**src/rtl/dff_bank_arbiter_pkg.sv**
```systemverilog
// dff_bank_pkg: default sizes plus the round-robin pick and one-hot helpers shared by dff_bank_arbiter.
// Helpers take a MAX_REQ-wide vector so any NUM_REQ up to 32 can use them.
package dff_bank_pkg;
   localparam int NUM_REQ_DEF = 4;
   localparam int DATA_W_DEF = 8;
   localparam int DEPTH_DEF = 4;
   localparam int MAX_REQ = 32;
   localparam int IDX_W = $clog2(MAX_REQ);
   typedef struct packed {
      logic valid;
      logic [IDX_W-1:0] idx;
   } pick_t;
   // Scan downwards so the last hit, which is the one closest to ptr, wins.
   function automatic pick_t rr_pick(input logic [MAX_REQ-1:0] elig, input int ptr, input int n);
      pick_t p;
      p = '0;
      for (int k = n - 1; k >= 0; k--)
         if (elig[(ptr + k) % n]) p = '{valid: 1'b1, idx: IDX_W'((ptr + k) % n)};
      return p;
   endfunction
   function automatic logic [MAX_REQ-1:0] onehot(input logic [IDX_W-1:0] idx);
      return MAX_REQ'(1) << idx;
   endfunction
endpackage

```
**src/rtl/dff_bank_arbiter_if.sv**
```systemverilog
// dff_bank_arbiter_if: requester-side write requests/grants and the consumer read port.
interface dff_bank_arbiter_if
   import dff_bank_pkg::*;
#(
   parameter int NUM_REQ = NUM_REQ_DEF,
   parameter int DATA_W = DATA_W_DEF,
   parameter int DEPTH = DEPTH_DEF
);
   localparam int AW = $clog2(DEPTH);
   logic [NUM_REQ-1:0] req;
   logic [NUM_REQ*AW-1:0] waddr;
   logic [NUM_REQ*DATA_W-1:0] wdata;
   logic [NUM_REQ-1:0] gnt;
   logic conflict;
   logic [AW-1:0] rd_addr;
   logic [DATA_W-1:0] rd_data;
   modport master (output req, waddr, wdata, rd_addr, input gnt, conflict, rd_data);
   modport slave (input req, waddr, wdata, rd_addr, output gnt, conflict, rd_data);
endinterface

```
**src/rtl/dff_bank_arbiter_reg_bank.sv**
```systemverilog
// dff_reg_bank: DEPTH x DATA_W flop storage, one write port, one registered read port.
// A same-edge read and write to one address returns the old contents.
module dff_reg_bank #(
   parameter int DATA_W = 8,
   parameter int DEPTH = 4
) (
   input  logic                     clk,
   input  logic                     reset,
   input  logic                     wen,
   input  logic [$clog2(DEPTH)-1:0] waddr,
   input  logic [DATA_W-1:0]        wdata,
   input  logic [$clog2(DEPTH)-1:0] rd_addr,
   output logic [DATA_W-1:0]        rd_data
);
   logic [DATA_W-1:0] mem [DEPTH];
   always_ff @(posedge clk) begin
      if (!reset) begin
         for (int i = 0; i < DEPTH; i++) mem[i] <= '0;
         rd_data <= '0;
      end else begin
         rd_data <= mem[rd_addr];
         if (wen) mem[waddr] <= wdata;
      end
   end
endmodule

```
**src/rtl/dff_bank_arbiter.sv**
```systemverilog
// dff_bank_arbiter: round-robin write arbiter in front of a DFF register bank, one write per cycle.
// Define ARB_FIXED_PRIO_EN for fixed priority (lowest index wins, ptr stays 0).
module dff_bank_arbiter
   import dff_bank_pkg::*;
#(
   parameter int NUM_REQ = NUM_REQ_DEF,
   parameter int DATA_W = DATA_W_DEF,
   parameter int DEPTH = DEPTH_DEF
) (
   input logic clk,
   input logic reset,
   dff_bank_arbiter_if.slave bus
);
   localparam int AW = $clog2(DEPTH);
   localparam int PW = $clog2(NUM_REQ);
   logic [PW-1:0] ptr;
   logic [NUM_REQ-1:0] gnt;
   logic [NUM_REQ-1:0] elig;
   logic conflict;
   pick_t pk;
   // A requester holding gnt is masked, forcing an idle cycle before its next grant.
   assign elig = bus.req & ~gnt;
   assign pk = rr_pick(MAX_REQ'(elig), int'(ptr), NUM_REQ);
   assign bus.gnt = gnt;
   assign bus.conflict = conflict;
   always_ff @(posedge clk) begin
      if (!reset) begin
         ptr <= '0;
         gnt <= '0;
         conflict <= 1'b0;
      end else begin
         gnt <= pk.valid ? NUM_REQ'(onehot(pk.idx)) : '0;
         conflict <= $countones(elig) > 1;
`ifdef ARB_FIXED_PRIO_EN
         ptr <= '0;
`else
         if (pk.valid) ptr <= PW'((int'(pk.idx) + 1) % NUM_REQ);
`endif
      end
   end
   dff_reg_bank #(.DATA_W(DATA_W), .DEPTH(DEPTH)) u_bank (
      .clk(clk),
      .reset(reset),
      .wen(pk.valid),
      .waddr(bus.waddr[int'(pk.idx)*AW +: AW]),
      .wdata(bus.wdata[int'(pk.idx)*DATA_W +: DATA_W]),
      .rd_addr(bus.rd_addr),
      .rd_data(bus.rd_data)
   );
endmodule
```
**src/flat_wrapper.sv**
```systemverilog
// flat-port wrapper written by rule: the top's interface ports become plain ports
module dff_bank_arbiter_flat import dff_bank_pkg::*;
#(
   parameter int NUM_REQ = NUM_REQ_DEF,
   parameter int DATA_W = DATA_W_DEF,
   parameter int DEPTH = DEPTH_DEF
)
  (clk, reset, bus_req, bus_waddr, bus_wdata, bus_rd_addr, bus_gnt, bus_conflict, bus_rd_data);
  dff_bank_arbiter_if #(.NUM_REQ(NUM_REQ), .DATA_W(DATA_W), .DEPTH(DEPTH)) bus_i ();
  input logic clk;
  input logic reset;
  input wire logic [$bits(bus_i.req)-1:0] bus_req;
  input wire logic [$bits(bus_i.waddr)-1:0] bus_waddr;
  input wire logic [$bits(bus_i.wdata)-1:0] bus_wdata;
  input wire logic [$bits(bus_i.rd_addr)-1:0] bus_rd_addr;
  output wire logic [$bits(bus_i.gnt)-1:0] bus_gnt;
  output wire logic [$bits(bus_i.conflict)-1:0] bus_conflict;
  output wire logic [$bits(bus_i.rd_data)-1:0] bus_rd_data;
  assign bus_i.req = bus_req;
  assign bus_i.waddr = bus_waddr;
  assign bus_i.wdata = bus_wdata;
  assign bus_i.rd_addr = bus_rd_addr;
  assign bus_gnt = bus_i.gnt;
  assign bus_conflict = bus_i.conflict;
  assign bus_rd_data = bus_i.rd_data;
  dff_bank_arbiter #(.NUM_REQ(NUM_REQ), .DATA_W(DATA_W), .DEPTH(DEPTH)) u_core (.clk(clk), .reset(reset), .bus(bus_i));
endmodule
```
**config.mk**
```make
export PLATFORM = sky130hd
export DESIGN_NAME = dff_bank_arbiter_flat
export DESIGN_NICKNAME = d
export VERILOG_FILES = /design/src/rtl/dff_bank_arbiter_pkg.sv /design/src/rtl/dff_bank_arbiter_if.sv /design/src/rtl/dff_bank_arbiter_reg_bank.sv /design/src/rtl/dff_bank_arbiter.sv /design/src/flat_wrapper.sv
export SDC_FILE = /design/constraint.sdc
export NUM_CORES = 1
export LEC_CHECK = 0
export CAP_MARGIN = 20
export CORE_MARGIN = 2
export CORE_UTILIZATION = 50
export DETAILED_ROUTE_END_ITERATION = 12
export PLACE_DENSITY = 0.81
export SYNTH_ARGS = -nofsm -noshare
export SYNTH_HDL_FRONTEND = slang
export SYNTH_SLANG_ARGS = --single-unit
```
**constraint.sdc**
```tcl
create_clock -name clk -period 3.69 [get_ports clk]
set_input_delay 0.369 -clock clk [delete_from_list [all_inputs] [get_ports clk]]
set_output_delay 0.369 -clock clk [all_outputs]
set_load 0.01 [all_outputs]
```
==> results.yml <==
status:
  status: "finished clean"
floorplan:
  num_rows: 25
  die_h_um: 73.9
  start_util: 0.518
  core_area_mm2: 0.00472
  dieArea_mm2: 0.00546
  die_w_um: 73.9
  num_io_pins: 61
grt:
  grt_max_degree: 23
  grt_usage: 0.193
  grt_pass1_vias: 1701
  grt_overflow: 0
  antenna_found_initial: 0
  grt_pass1_wl_um: 7940
worst_hold_path:
  hold_start: "u_core.ptr[0]"
  whs_path_depth: 3
  hold_end: "u_core.ptr[1]"
  min_path_type: "flip-flop to flip-flop"
critical_path:
  max_stage_delay_ns: 0.48
  cp_slowest_cell: "clkdlybuf4s50_1"
  r2r_cells: 7
  crit_arrival_ns: 2.76
  timing.rr.end: "u_core.u_bank.mem[0][3]"
  path_max_fanout: 12
  timing.rr.start: "u_core.ptr[1]"
  required_ns: 3.68
  cp-start-kind: "input pin"
  crit_type: "input pin to flip-flop"
  rrSetupSlack_ns: 1.00
  cp-end-kind: "flip-flop"
  path_cells: "clkdlybuf4s50_1, nor2b_1, a211oi_1, o41ai_4, buf_4, o22a_1, nand2_1"
logic_synthesis:
  synthCells: 205
  yosysWarnings: 0
  yosysSeqAreaShare: 0.516
  ys_ff_latch: 47
  synthesis.area_mm2: 0.00244
  synth.avg_cell_area_um2: 11.9
  synth_nets: 254
  yosysUniqueCellTypes: 43
sta:
  worst_slack_ns: 0.917
  rsz0062_at_grt: "no"
  max_freq_ghz: 0.361
  post-route-period-util: 0.752
  hold_viol: 0
  skew_ns: 0.00959
  worst_pin_slew_ns: 0.541
  holdWs_ns: 0.652
  report.final.slew_viol_count: 0
  finalSetupViolations: 0
  layout_min_cycle_time_ns: 2.77
  tns_ns: 0
  slew_headroom: 0.638
power:
  power_density_mw_per_mm2: 497
  power_mw: 1.60
  p_leak_nw: 1.24
  irDropWorstVdd_mv: 0.273
clocking:
  cts_made_buffers: 5
  cts_tree: "done"
  cts_setup_buffers: 0
  insertion_delay_ns: 0.30
  cts_sinks: 47
  root_buffer: "clkbuf_8"
  htree_levels: 2
  path_clk_slew_ns: 0.09
  hold_buffers: 0
  clockBufferDepth: 2
  cts_resized: 0
layout:
  final_common_cell: "clkdlybuf4s50_1"
  utilization: 0.682
  fin_nets: 315
  final_cells: 334
  n_antenna_cell: 0
  mostFrequentLayoutCells: "clkdlybuf4s50_1 (60), edfxtp_1 (32), nor2_1 (26)"
  stdcell_area_mm2: 0.00322
  drive_gt1_frac: 0.139
  area_growth_pct: 31.7
placement:
  placedCellCount: 326
  dp_hpwl_um: 3730
  routabilityCongestion: 0.809
  dpl_worst_slack_ns: 0.591
  portBuffers: 60
  dpl_cell_area_mm2: 0.00310
route:
  first_pass_iters: 5
  ant_nets: 0
  drt_iter0_drc: 167
  drt-total-wl_um: 4870
  drt_drc_violations_left: 0
  avgViaCountPerCell: 5.46
  vias: 1824
  wire_per_inst_um: 14.6
flow_run:
  max-cap-violations: 0
cells in the mapped netlist (all sizes together):
cell type  number  area, um^2
mux4            8         180
xnor2           1        8.76
dfxtp          15         300
a311o           1        10.0
nand2b          5        31.3
a211o           3        26.3
o22ai           1        12.5
nor4b           1        8.76
nor2b           3        18.8
buf             8        51.3
a311oi          3        32.5
a21oi           5        28.8
nand3           1        5.00
a21o            2        15.0
nor2           35         154
o41ai           1        27.5
o22a           10        87.6
fa              1        20.0
and3            2        12.5
and2            8        50.1
o2bb2ai         1        15.0
nand2          11        41.3
o21a            1        7.51
o31a            2        17.5
edfxtp         32         961
nand3b          1        7.51
inv            11        41.3
a211oi          2        15.0
mux2            1        11.3
nand4b          2        17.5
clkbuf          3        11.3
mux2i          17         170
nor3b           1        7.51
nor3            2        10.0
or3b            1        11.3
o21ai           1        5.00
o31ai           1        7.51
a31oi           1        6.26
layer usage:
metal  wire [um]  global-route usage  share of wire  vias to the layer above
met5           0                   0              0                        -
met4          48              0.0646         0.0099                        0
met3         351              0.0384          0.072                        4
met2        2280               0.302           0.47                       93
met1        2190               0.271           0.45                      848
li1            -                   -              -                      879
critical path, delay by kind of cell:
kind,cells,cell delay (ns)
compound gates,3,0.94
buf+inv,2,0.74
simple gates,2,0.70
state kept, by name, indices dropped and copies added (netlist names):
register               cells
u_core.ptr                 2
u_core.bus.conflict        1
u_core.u_bank.rd_data      8
u_core.u_bank.mem         32
u_core.bus.gnt             4
how the worst max path moves through the flow:
stage / start / endpoint / slack [ns] / cells past startpoint
after global routing: bus_req[3] / u_core.u_bank.mem[2][3] / 0.74 / 7
after floorplan: bus_req[3] / u_core.u_bank.mem[3][0] / 1.09 / 6
after detailed placement: bus_req[3] / u_core.u_bank.mem[2][3] / 0.59 / 7
after CTS: bus_req[3] / u_core.u_bank.mem[2][3] / 0.92 / 7
after global placement: bus_req[3] / u_core.u_bank.mem[2][5] / 0.68 / 7
final: bus_req[3] / u_core.u_bank.mem[2][3] / 0.92 / 7
logic make-up (layout without fill, tap and decap cells):
kind of cell	count (synthesis)	after routing	share of synthesized area
AND/OR/NAND/NOR	73	73	0.154
flip-flops	47	47	0.516
AO/OA/AOI/OAI	35	35	0.128
multiplexers	26	26	0.148
buffers and inverters	22	84	0.0425
adder cells (fa/ha/maj)	1	1	0.00819
XOR/XNOR	1	1	0.00358
area by class of cell:
class | instances | area (um^2)
inverter | 11 | 41.3
tap | 67 | 83.8
fill | 357 | 1500
clock inverter | 3 | 47.5
multi-input combinational | 136 | 1080
timing repair buffer | 65 | 638
sequential | 47 | 1260
clock buffer | 5 | 68.8
power breakdown:
part,switching (mW),internal (mW),total (mW)
clock network,0.173,0.205,0.379
registers,0.0390,0.682,0.721
logic,0.254,0.246,0.500
total,0.467,1.13,1.60
No activity file was read; power rests on OpenSTA's default activity.
